File: src/rtl/alu_seq.sv
// Sequenced ALU: one-cycle binary ops, nibble-serial BCD add/subtract.
// Optional BCD path is compiled in with `define ALU_SEQ_DECIMAL_EN.
module alu_seq #(
    parameter int WIDTH = 8
) (
    input  logic             clk,
    input  logic             rst,
    input  logic             start,
    input  logic [2:0]       op,
    input  logic [WIDTH-1:0] a_in,
    input  logic [WIDTH-1:0] b_in,
    input  logic             invert_b,
    input  logic             carry_in,
    input  logic             decimal,
    output logic             busy,
    output logic             done,
    output logic [WIDTH-1:0] result,
    output logic             carry_out,
    output logic             overflow,
    output logic             zero,
    output logic             negative
);
    localparam int NIB = WIDTH / 4;
    localparam int CW  = (NIB > 1) ? $clog2(NIB) : 1;

    typedef enum logic [1:0] {S_IDLE, S_BIN, S_DEC} state_t;

    state_t           state_q, state_d;
    logic [WIDTH-1:0] a_q, a_d, b_q, b_d, result_q, result_d;
    logic [2:0]       op_q, op_d;
    logic             cin_q, cin_d, c_q, c_d, v_q, v_d, z_q, z_d, n_q, n_d;
    logic             done_q, done_d;

    logic [WIDTH:0]   sum;
    logic [WIDTH-1:0] bin_res;
    logic             bin_c, bin_v;

`ifdef ALU_SEQ_DECIMAL_EN
    logic             inv_q, inv_d, cy_q, cy_d;
    logic [CW-1:0]    nib_q, nib_d;
    logic [WIDTH-5:0] acc_q, acc_d;
    logic [WIDTH-1:0] acc_shift;
    logic [4:0]       dsum;
    logic [5:0]       ddif;
    logic [3:0]       dig;
    logic             dcy;
`else
    logic unused_decimal;
    assign unused_decimal = decimal;
`endif

    always_comb begin
        sum     = {1'b0, a_q} + {1'b0, b_q} + {{WIDTH{1'b0}}, cin_q};
        bin_res = a_q;
        bin_c   = 1'b0;
        bin_v   = 1'b0;
        case (op_q)
            3'b000: begin
                bin_res = sum[WIDTH-1:0];
                bin_c   = sum[WIDTH];
                bin_v   = (a_q[WIDTH-1] == b_q[WIDTH-1]) && (sum[WIDTH-1] != a_q[WIDTH-1]);
            end
            3'b001: bin_res = a_q & b_q;
            3'b010: bin_res = a_q ^ b_q;
            3'b011: bin_res = a_q | b_q;
            3'b100: begin
                bin_res = {cin_q, a_q[WIDTH-1:1]};
                bin_c   = a_q[0];
            end
            3'b101: begin
                bin_res = {a_q[WIDTH-2:0], cin_q};
                bin_c   = a_q[WIDTH-1];
            end
            default: bin_res = a_q;
        endcase
    end

`ifdef ALU_SEQ_DECIMAL_EN
    // Low nibble of a_q/b_q is always the digit in flight; b_q holds ~b_in when subtracting.
    always_comb begin
        dsum = {1'b0, a_q[3:0]} + {1'b0, b_q[3:0]} + {4'b0, cy_q};
        ddif = {2'b0, a_q[3:0]} - {2'b0, ~b_q[3:0]} - {5'b0, ~cy_q};
        dig  = dsum[3:0];
        dcy  = 1'b0;
        if (!inv_q) begin
            if (dsum > 5'd9) begin
                dig = dsum[3:0] + 4'd6;
                dcy = 1'b1;
            end
        end else if (ddif[5]) begin
            dig = ddif[3:0] + 4'd10;
            dcy = 1'b0;
        end else begin
            dig = ddif[3:0];
            dcy = 1'b1;
        end
        acc_shift = {dig, acc_q};
    end
`endif

    always_comb begin
        state_d  = state_q;
        a_d      = a_q;
        b_d      = b_q;
        op_d     = op_q;
        cin_d    = cin_q;
        result_d = result_q;
        c_d      = c_q;
        v_d      = v_q;
        z_d      = z_q;
        n_d      = n_q;
        done_d   = 1'b0;
`ifdef ALU_SEQ_DECIMAL_EN
        inv_d    = inv_q;
        cy_d     = cy_q;
        nib_d    = nib_q;
        acc_d    = acc_q;
`endif
        case (state_q)
            S_IDLE: begin
                if (start) begin
                    a_d     = a_in;
                    b_d     = invert_b ? ~b_in : b_in;
                    op_d    = op;
                    cin_d   = carry_in;
                    state_d = S_BIN;
`ifdef ALU_SEQ_DECIMAL_EN
                    inv_d   = invert_b;
                    cy_d    = carry_in;
                    nib_d   = '0;
                    acc_d   = '0;
                    if (op == 3'b000 && decimal) state_d = S_DEC;
`endif
                end
            end
            S_BIN: begin
                result_d = bin_res;
                c_d      = bin_c;
                v_d      = bin_v;
                z_d      = (bin_res == '0);
                n_d      = bin_res[WIDTH-1];
                done_d   = 1'b1;
                state_d  = S_IDLE;
            end
`ifdef ALU_SEQ_DECIMAL_EN
            S_DEC: begin
                a_d   = a_q >> 4;
                b_d   = b_q >> 4;
                cy_d  = dcy;
                acc_d = acc_shift[WIDTH-1:4];
                nib_d = nib_q + 1'b1;
                if (nib_q == CW'(NIB - 1)) begin
                    result_d = acc_shift;
                    c_d      = dcy;
                    v_d      = 1'b0;
                    z_d      = (acc_shift == '0);
                    n_d      = acc_shift[WIDTH-1];
                    done_d   = 1'b1;
                    nib_d    = '0;
                    state_d  = S_IDLE;
                end
            end
`endif
            default: state_d = S_IDLE;
        endcase
    end

    always_ff @(posedge clk) begin
        if (rst) begin
            state_q  <= S_IDLE;
            a_q      <= '0;
            b_q      <= '0;
            op_q     <= '0;
            cin_q    <= 1'b0;
            result_q <= '0;
            c_q      <= 1'b0;
            v_q      <= 1'b0;
            z_q      <= 1'b0;
            n_q      <= 1'b0;
            done_q   <= 1'b0;
`ifdef ALU_SEQ_DECIMAL_EN
            inv_q    <= 1'b0;
            cy_q     <= 1'b0;
            nib_q    <= '0;
            acc_q    <= '0;
`endif
        end else begin
            state_q  <= state_d;
            a_q      <= a_d;
            b_q      <= b_d;
            op_q     <= op_d;
            cin_q    <= cin_d;
            result_q <= result_d;
            c_q      <= c_d;
            v_q      <= v_d;
            z_q      <= z_d;
            n_q      <= n_d;
            done_q   <= done_d;
`ifdef ALU_SEQ_DECIMAL_EN
            inv_q    <= inv_d;
            cy_q     <= cy_d;
            nib_q    <= nib_d;
            acc_q    <= acc_d;
`endif
        end
    end

    assign busy      = (state_q != S_IDLE);
    assign done      = done_q;
    assign result    = result_q;
    assign carry_out = c_q;
    assign overflow  = v_q;
    assign zero      = z_q;
    assign negative  = n_q;

endmodule

File: config.mk
export PLATFORM = sky130hd
export DESIGN_NAME = alu_seq
export DESIGN_NICKNAME = d
export VERILOG_FILES = /design/src/rtl/alu_seq.sv
export SDC_FILE = /design/constraint.sdc
export NUM_CORES = 1
export LEC_CHECK = 0
export CAP_MARGIN = 30
export CELL_PAD_IN_SITES_DETAIL_PLACEMENT = 1
export CELL_PAD_IN_SITES_GLOBAL_PLACEMENT = 2
export CORE_MARGIN = 3
export CORE_UTILIZATION = 33
export DETAILED_ROUTE_END_ITERATION = 10
export GPL_TIMING_DRIVEN = 0
export PLACE_DENSITY_LB_ADDON = 0.1
export SLEW_MARGIN = 5
export SYNTH_ARGS = -nofsm -noshare
export SYNTH_HDL_FRONTEND = slang
export SYNTH_SLANG_ARGS = --single-unit
File: constraint.sdc
create_clock -name clk -period 6.87 [get_ports clk]
set_input_delay 1.374 -clock clk [delete_from_list [all_inputs] [get_ports clk]]
set_output_delay 1.374 -clock clk [all_outputs]
set_load 0.1 [all_outputs]
# Yosys cells after proc, flatten, opt, wreduce, memory -nomap -nowiden
# Index checks and enable logic that the tools add are counted.
[totals] ff_bits=34 latchBits=0 ramBits=0 romBits=0 inputBits=25 output_inout_bits=14 wordCells=36 mem_count=0
[op_classes] add_sub_neg=2 n_mul=0 div=0 order_cmp=0 n_eq_ne=7 shifts=0 muxes=5 bitwise_logic=5 reduce_logical=6
[op_table] operator="$pmux W8 S6" n=1
[op_table] operator="$add A8 B8 Y9" n=1
[op_table] operator="$add A9 B1 Y9" n=1
[op_table] operator="$and A8 B8 Y8" n=1
[op_table] operator="$logic_not A8 Y1" n=1
[op_table] operator="$mux W8" n=1
[op_table] operator="$not A8 Y8" n=1
[op_table] operator="$or A8 B8 Y8" n=1
[op_table] operator="$xor A8 B8 Y8" n=1
[op_table] operator="$eq A3 B2 Y1 const B" n=2
[op_table] operator="$eq A3 B3 Y1 const B" n=2
[op_table] operator="$eq A3 B1 Y1 const B" n=1
[op_table] operator="$logic_not A3 Y1" n=1
[op_table] operator="$pmux W1 S3" n=1
[op_table] operator="$logic_not A2 Y1" n=1
[op_table] operator="$mux W1" n=2
[op_table] operator="$reduce_and A2 Y1" n=1
[op_table] operator="$reduce_or A2 Y1" n=1
[op_table] operator="$eq A1 B1 Y1" n=1
[op_table] operator="$logic_and A1 B1 Y1" n=1
[op_table] operator="$ne A1 B1 Y1" n=1
[op_table] operator="$not A1 Y1" n=1

# Depth between registers and ports, before layout
# Gate-level depths: netlist of run 1.
[depth] ltp_word=5 mapped_depth=9 mapped_depth_nobuf=9

# Worst setup path after synthesis of run 1
# OpenSTA, ideal clock, no wires.
[synth_path] path_type="reg-to-output" startpoint="register result_q[7], in the netlist result[7]" endpoint="output port result[7]" arrival_time_ns=1.373 required_time_ns=5.496 path_slack_ns=4.123 stages_incl_launch_ff=2 path_buffers=1 path_cell_list="dfxtp_1 -> buf_4"
[synth_rtl] element="start, declared" line_no="29" rtl="logic [WIDTH-1:0] a_q, a_d, b_q, b_d, result_q, result_d;"
[synth_rtl] element="start signal, assigned" line_no="193" rtl="result_q <= result_d;"
[synth_rtl] element="end, declared" line_no="17" rtl="output logic [WIDTH-1:0] result,"
# No word-level cell between the ends.

# Worst setup path in the final report of run 1
[layout_path] startpoint="register result_q[7], in the netlist result[7]" endpoint="output port result[7]"
# No word-level cell between the ends.

==> summary.md, run 1 <==
| Metric | Value |
|---|---|
| Number of global-route vias before repair | `2,121` |
| Post-CTS sizing | `0` |
| DR iter-0 viols | `62` |
| Most frequent cells in the layout | `36 x clkdlybuf4s50_1, 33 x dfxtp_1, 30 x nand2_1` |
| Area contributors post-synth | `dfxtp_1 29%, ha_1 8.9%, nand2_1 5.0%` |
| Period utilisation layout | `0.470` |
| Num CTS Buffers | `5` |
| Post-synth EDFFs | `0` |
| Synth-to-Final Area Change | `24.7%` |
| Clk Latency, worst-skew pair | `0.29 ns` |
| Worst Setup SP | `result[7]` |
| Clock power frac | `0.307` |
| Synth top area share | `0.293` |
| Synth Instances | `roughly 280` |
| Clock Sinks | `33` |
| Sw Share | `0.351` |
| WL met2 | `slightly above 3 mm` |
| Mean Syn Cell Area | `~8.2 um^2` |
| Status | `finished, final reports clean` |
| Int Pwr | `roughly 0.36 mW` |
| RePlAce Congestion | `~0.83` |
| CTS Hold Bufs | `0` |
| Setup crit end | `result[7]` |
| Starting density of the core | `0.348` |
| Crit path DAT | `~1.9 ns` |
| N_diodes | `0` |
| R2R cell count | `9` |
| Minimum clock period | `3.23 ns` |
| Drt first pass iters | `4` |
| DRT Wirelength | `about 6.7 mm` |
| Top Metal Used | `met4` |
| Die footprint | `between 7000 and 8000 um^2` |
| Fmax | `a little over 300 MHz` |
| Share of cells above drive strength 1 | `0.0903` |
| Max-cap violations | `0` |
| TNS Setup | `0 ns` |
| IO Count | `39` |
| Die width | `88.7 um` |
| Port Buffer Count | `36` |
| CP endpoint kind | `output pin` |
| First-pass GRT wire length | `between 10 and 15 mm` |
| Async S/R FF share, synth | `0` |
| DRT met1 WL | `3.32 mm` |
| Final Hold Fails | `0` |
| Placed cell count | `roughly 400` |
| Row count | `29` |
| Mapped cell area | `approximately 2300 um^2` |
| CTS tree | `yes` |
| Area leader, netlist | `dfxtp_1` |
| # setup viols final | `0` |
| Flop2flop setup slack | `4.25 ns` |
| Worst vdd ir | `roughly 69 uV` |
| Initial antenna violation count | `0` |
| Grt ovf | `0` |
| Pleak | `approximately 1.1 nW` |
| R2r endpoint | `zero` |
| Post-CTS Setup Bufs | `0` |
| Syn Nets | `320` |
| Clock buffer depth | `2` |
| # DRC | `0` |
| Worst slew pin tran | `between 0.9 and 1 ns` |
| DR vias | `approximately 2,100` |
| Cell area power density | `197 nW/um^2` |
| Critical path data required time | `~5.5 ns` |
| Post-Layout Cell Count | `roughly 400` |
| Worst slew margin | `0.355` |
| Seq/Total Area, Yosys | `0.293` |
| Synthesis warning total | `0` |
| DP Wirelength | `around 5.0 mm` |
| Comb power frac | `0.307` |
| Crit Path Class | `register to output pin` |
| Slew Limit Fails | `0` |
| Worst r2r src | `a_q[0]` |
| Core ar. | `around 6500 um^2` |
| RSZ-0062 raised after global routing | `no` |
| Total GRT Usage | `0.185` |
| Clock root buffer master | `clkbuf_8` |
| Hold path startpoint | `result[6]` |
| Die height | `~89 um` |
| Worst hold path class | `register to register` |
| Reg power frac | `0.385` |
| Final #Nets | `between 300 and 400` |
| Largest net degree at the start of global routing | `11` |
| Worst Path Max Fanout | `3` |
| WL met3 | `approximately 200 um` |
| Seq cells post-synth | `33` |
| Primary FF master, synth | `dfxtp_1` |
| Net Switching | `slightly below 0.2 mW` |
| Mean number of vias per cell | `5.26` |
| Drt wl/cell | `~17 um` |
| Library cells used by synthesis | `51` |
| Commonest non-fill, non-tap cell in the layout | `clkdlybuf4s50_1` |
| Clk slew on worst S/H paths | `about 0.070 ns` |
| Worst setup SP type | `register` |
| Antenna-violating nets left | `0` |
| Setup Skew | `between 0.01 and 0.015 ns` |
| H-tree depth | `2` |
## Yosys cell counts, types with 3 or more instances
library cell,number
xor2_1,9
mux2i_1,9
inv_1,21
xnor2_1,4
nand2_1,30
o21ai_0,11
a211oi_1,12
a22oi_1,3
clkbuf_1,9
a31oi_1,3
ha_1,16
nand2b_1,4
nor2_1,27
a21oi_1,22
mux4_2,3
nor2b_1,8
dfxtp_1,33
o211ai_1,3
buf_2,6
## kinds of logic after synthesis
group           count (synthesis)  synth area share
fa+ha+maj                      18             0.106
simple gates                   85             0.175
mux                            15            0.0864
flops                          33             0.293
xor+xnor                       13            0.0504
compound gates                 72             0.211
buf+inv                        41            0.0781
## registers in the layout, indices dropped and copies added, names as in the netlist
name / count
cin_q: 1
b_q: 8
state_q: 1
zero: 1
done: 1
carry_out: 1
a_q: 8
op_q: 3
overflow: 1
result: 8
## worst max-delay path, cell delays in order, from the launching register on
cell and delay, ns:
dfxtp_1 0.35, buf_4 0.11, clkdlybuf4s50_1 1.11
## layout make-up
cell class	instances	area (um^2)
Clock buffer	7	96.3
Multi-Input combinational cell	203	1420
Sequential cell	33	661
Fill cell	776	3680
Timing Repair Buffer	36	360
Clock inverter	1	5.00
Tap cell	77	96.3
Inverter	21	78.8
Buffer	20	97.6
## through the flow
| step | power [mW] | cell area, um^2 | setup slack (ns) | utilization | hold WS [ns] |
|---|---|---|---|---|---|
| after CTS | 0.561 | 2820 | 3.62 | 0.434 | 0.482 |
| after global routing | 0.584 | 2820 | 3.58 | 0.434 | 0.515 |
| after floorplan | 0.336 | 2260 | 4.12 | - | 0.458 |
| after global placement | 0.386 | 2720 | 3.64 | 0.418 | 0.457 |
| final | 0.555 | 2820 | 3.64 | 0.434 | 0.475 |
| after detailed placement | 0.389 | 2720 | 3.61 | 0.418 | 0.468 |
## power by group through the flow
stage | registers, mW | clock network (mW) | logic (mW)
after floorplan | 0.245 | 0 | 0.0911
after global placement | 0.218 | 0 | 0.169
after detailed placement | 0.218 | 0 | 0.171
after CTS | 0.214 | 0.175 | 0.172
after global routing | 0.216 | 0.180 | 0.188
final | 0.214 | 0.170 | 0.171
## metal layers
metal / vias to the layer above / track usage
li1: 1032 / -
met1: 1013 / 0.251
met2: 37 / 0.297
met3: 11 / 0.0307
met4: 0 / 0.0591
met5: - / 0
## worst min-delay path by stage
stage               slack [ns]         to  cells past startpoint
global placement          0.46   overflow                      2
global route              0.51   overflow                      2
CTS                       0.48   overflow                      2
floorplan                 0.46     b_q[2]                      2
detailed placement        0.47  carry_out                      2
finish                    0.47  result[6]                      2
Power figures use the tool's default switching activity.
==> run 2: changes to the inputs <==
CORE_UTILIZATION = 31   (was 33)
clock period = 3.3 ns   (was 6.87 ns; I/O delays follow)
==> summary.md, run 2 (synthesized netlist as in run 1, its figures left out) <==
| Metric | Value |
|---|---|
| Fmax | `378 MHz` |
| Die width | `91.4 um` |
| Final Hold Fails | `0` |
| Clock power frac | `0.335` |
| DP Wirelength | `about 5.1 mm` |
| Setup Skew | `~0.0060 ns` |
| Clock Sinks | `33` |
| Int Pwr | `0.807 mW` |
| Initial antenna violation count | `0` |
| Worst slew margin | `0.352` |
| Num CTS Buffers | `5` |
| RSZ-0062 raised after global routing | `no` |
| Cell area power density | `about 420 nW/um^2` |
| Clk slew on worst S/H paths | `0.07 ns` |
| Worst slew pin tran | `0.969 ns` |
| Post-CTS Setup Bufs | `0` |
| Clock root buffer master | `clkbuf_8` |
| Core ar. | `around 6900 um^2` |
| Net Switching | `just under 0.4 mW` |
| Final #Nets | `approximately 360` |
| Multi-input logic area | `1420 um^2` |
| Crit Path Class | `register to register` |
| Most frequent cells in the layout | `36 x clkdlybuf4s50_1, 33 x dfxtp_1, 30 x nand2_1` |
| IO Count | `39` |
| Slew Limit Fails | `0` |
| Critical path data required time | `between 3 and 4 ns` |
| Die footprint | `8350 um^2` |
| Minimum clock period | `~2.6 ns` |
| Synth-to-Final Area Change | `26.4%` |
| Total GRT Usage | `0.169` |
| TNS Setup | `0 ns` |
| Commonest non-fill, non-tap cell in the layout | `clkdlybuf4s50_1` |
| Fillers | `approximately 860` |
| Die height | `91.4 um` |
| CTS Hold Bufs | `0` |
| Post-CTS sizing | `0` |
| Port Buffer Count | `36` |
| Clock buffer depth | `2` |
| Drt wl/cell | `roughly 16 um` |
| Total Power | `between 1 and 1.5 mW` |
| # setup viols final | `0` |
| Antenna-violating nets left | `0` |
| H-tree depth | `2` |
| CP endpoint kind | `register` |
| Mean number of vias per cell | `~4.9` |
| N_diodes | `0` |
| First-pass GRT wire length | `approximately 11 mm` |
| Share of cells above drive strength 1 | `0.0872` |
| # DRC | `0` |
| Starting density of the core | `0.325` |
| Crit path DAT | `between 2 and 3 ns` |
| Period utilisation layout | `0.801` |
| Worst Path Max Fanout | `7` |
| Max-cap violations | `0` |
| Sw Share | `0.329` |
| Drt first pass iters | `4` |
| Grt ovf | `0` |
| DR iter-0 viols | `40` |
| Clk Latency, worst-skew pair | `slightly below 0.3 ns` |
| CTS tree | `yes` |
| Reg area | `roughly 660 um^2` |
| Worst vdd ir | `between 150 and 200 uV` |
| DRT Wirelength | `between 6 and 7 mm` |
| Pleak | `roughly 1.1 nW` |
| Worst setup SP type | `register` |
| Row count | `30` |
| Worst hold path class | `register to register` |
| Reg power frac | `0.370` |
| Status | `finished, final reports clean` |
| Number of global-route vias before repair | `2,072` |
| Comb power frac | `0.295` |
| Largest net degree at the start of global routing | `11` |
| DR vias | `between 2,000 and 2,500` |
| RePlAce Congestion | `about 0.8` |
run 2: power groups by stage:
stage / clock network (mW) / registers (mW) / logic [mW]
6_report: 0.403 / 0.445 / 0.355
5_1_grt: 0.438 / 0.450 / 0.390
4_1_cts: 0.421 / 0.445 / 0.360
3_5_place_dp: 0 / 0.455 / 0.359
3_3_place_gp: 0 / 0.454 / 0.355
2_1_floorplan: 0 / 0.510 / 0.190
run 2: through the flow:
stage                     hold slack [ns]  utilization  instances  worst slack [ns]  cell area [um^2]
final                               0.475        0.411        417             0.657              2860
after global routing                0.513        0.411        417             0.362              2860
after CTS                           0.482        0.411        417             0.608              2860
after detailed placement            0.468        0.394        409             0.632              2740
after global placement              0.459        0.394        409             0.664              2740
after floorplan                     0.458            -        277             0.956              2260
run 2: final cells by class:
class | count | share of cell area
multi-input combinational | 203 | 0.498
sequential | 33 | 0.231
timing repair buffer | 36 | 0.126
tap | 96 | 0.0421
buffer | 20 | 0.0342
clock buffer | 7 | 0.0302
inverter | 21 | 0.0276
clock inverter | 1 | 0.0105
run 2: critical path: stages, from the launching register on:
cell and delay (ns):
dfxtp_1 0.50, fa_1 0.29, inv_1 0.06, fa_1 0.47, inv_1 0.04, mux4_2 0.43, mux2_2 0.30, nor3b_1 0.22
nand4b_1 0.13, o21ai_1 0.13
run 2: per-layer routing:
layer	global-route usage	part of all wire	up-vias
met3	0.0356	0.033	6
met2	0.278	0.46	38
met5	0	0	-
li1	-	-	1028
met4	0.0377	0.0084	0
met1	0.228	0.50	963
run 2: path summary, 6_finish.rpt:
path,from,to,slack (ns),cells after the start
max,a_q[0],zero,0.66,9
max reg2reg,a_q[0],zero,0.66,9
min reg2reg,result[6],result[6],0.47,2
min,result[6],result[6],0.47,2
==> run 3: changes to the inputs <==
clock period = 2.5 ns   (was 3.3 ns; I/O delays follow)
==> summary.md, run 3 (synthesized netlist as in run 1, its figures left out) <==
| Metric | Value |
|---|---|
| Clk slew on worst S/H paths | `about 0.080 ns` |
| Pleak | `1.15 nW` |
| Num CTS Buffers | `5` |
| Cell area power density | `between 500 and 600 nW/um^2` |
| Total GRT Usage | `0.170` |
| H-tree depth | `2` |
| Critical-path top delay cell | `fa_2` |
| Grt ovf | `0` |
| Max-cap violations | `0` |
| Crit Path Class | `register to register` |
| Slew Limit Fails | `0` |
| R2R cell count | `8` |
| Hold depth | `2` |
| Reg area | `just under 700 um^2` |
| Fmax | `412 MHz` |
| Fillers | `around 850` |
| Die height | `approximately 91 um` |
| CTS tree | `yes` |
| Starting density of the core | `0.325` |
| Worst slew margin | `0.352` |
| Clock Sinks | `33` |
| DR vias | `between 2,000 and 2,500` |
| Synth-to-Final Area Change | `29.8%` |
| CP peak stage delay | `0.40 ns` |
| Crit path DAT | `between 2 and 3 ns` |
| Post-Layout Cell Count | `421` |
| Share of cells above drive strength 1 | `0.123` |
| Most frequent cells in the layout | `36 x clkdlybuf4s50_1, 30 x nand2_1, 29 x dfxtp_1` |
| CTS Hold Bufs | `0` |
| Worst hold path class | `register to register` |
| First-pass GRT wire length | `approximately 11 mm` |
| Number of global-route vias before repair | `~2,100` |
| # DRC | `0` |
| DP Wirelength | `5.13 mm` |
| Placed cell count | `around 410` |
| Worst-path cell chain | `fa_2 > buf_4 > a211oi_4 > o211ai_1 > and2_4 > a211o_1 > or3_1 > o21ai_1` |
| Clock root buffer master | `clkbuf_8` |
| Total Power | `approximately 1.6 mW` |
| Drt wl/cell | `16.0 um` |
| Multi-input logic area | `1450 um^2` |
| Largest net degree at the start of global routing | `11` |
| Initial antenna violation count | `0` |
| Setup WS post-layout | `about 0.075 ns` |
| Critical path data required time | `~2.7 ns` |
| Period utilisation layout | `0.970` |
| DR iter-0 viols | `43` |
| Commonest non-fill, non-tap cell in the layout | `clkdlybuf4s50_1` |
| IO Count | `39` |
| Setup Skew | `slightly below 0.008 ns` |
| Final #Nets | `about 370` |
| Worst Path Max Fanout | `4` |
| Antenna-violating nets left | `0` |
| Clock buffer depth | `2` |
| Port Buffer Count | `36` |
| Status | `finished, final reports clean` |
| WHS | `~0.48 ns` |
| Fin area | `approximately 3000 um^2` |
| Clk Latency, worst-skew pair | `a little under 0.3 ns` |
| Worst slew pin tran | `~0.97 ns` |
| RSZ-0062 raised after global routing | `yes` |
| Die footprint | `roughly 8300 um^2` |
| Worst vdd ir | `around 220 uV` |
| Final Hold Fails | `0` |
| # setup viols final | `0` |
| Drt first pass iters | `4` |
| Row count | `30` |
| Core ar. | `just under 7000 um^2` |
| Worst setup SP type | `register` |
| DP Worst Slack | `-0.168 ns` |
| RePlAce Congestion | `roughly 0.8` |
| CP endpoint kind | `register` |
| DRT Wirelength | `a little under 7 mm` |
| Minimum clock period | `2.42 ns` |
| Mean number of vias per cell | `between 4 and 5` |
| Placed cell area | `between 2000 and 3000 um^2` |
| N_diodes | `0` |
| Die width | `91.4 um` |
==> run 3: layer usage <==
layer	track usage	share of wire
met5	0	0
met4	0.0377	0.0079
met3	0.0356	0.039
met2	0.281	0.46
met1	0.229	0.49
==> run 3: through the flow <==
step,setup TNS [ns],utilization
after floorplan,0,-
after global placement,-0.136,0.394
after detailed placement,-0.211,0.394
after CTS,0,0.415
after global routing,-0.0760,0.422
final,0,0.422
==> run 3: timing repair <==
item                       CTS  global route
buffers inserted             0             4
pin swaps                    0             4
resized for setup            6             8
setup endpoints to repair    2             2
==> run 3: final timing paths <==
| check | slack [ns] | endpoint | start |
|---|---|---|---|
| setup / recovery | 0.08 | zero | cin_q |
| hold reg to reg | 0.48 | result[6] | result[6] |
| hold / removal | 0.48 | result[6] | result[6] |
| setup reg to reg | 0.08 | zero | cin_q |
==> run 3: critical path, delay by kind of cell, from the launching register on <==
| family | cells | cell delay (ns) |
|---|---|---|
| AOI/OAI and AO/OA | 4 | 0.85 |
| DFF | 1 | 0.37 |
| and+or+nand+nor | 2 | 0.59 |
| adders and majority gates | 1 | 0.40 |
| buffers and inverters | 1 | 0.16 |
==> run 3: area by class of cell <==
cell class,instances,area share
multi-input cells,203,0.496
flip-flops and latches,33,0.230
repair buffers,40,0.133
well taps,96,0.0410
plain buffers,20,0.0333
clock buffers,7,0.0295
inverters,21,0.0269
clock inverters,1,0.0102
==> run 3: report_power, final <==
group	switching (mW)	internal, mW	total [mW]
combinational	0.297	0.194	0.490
sequential	0.0272	0.559	0.586
clock	0.211	0.325	0.536
total	0.535	1.08	1.61
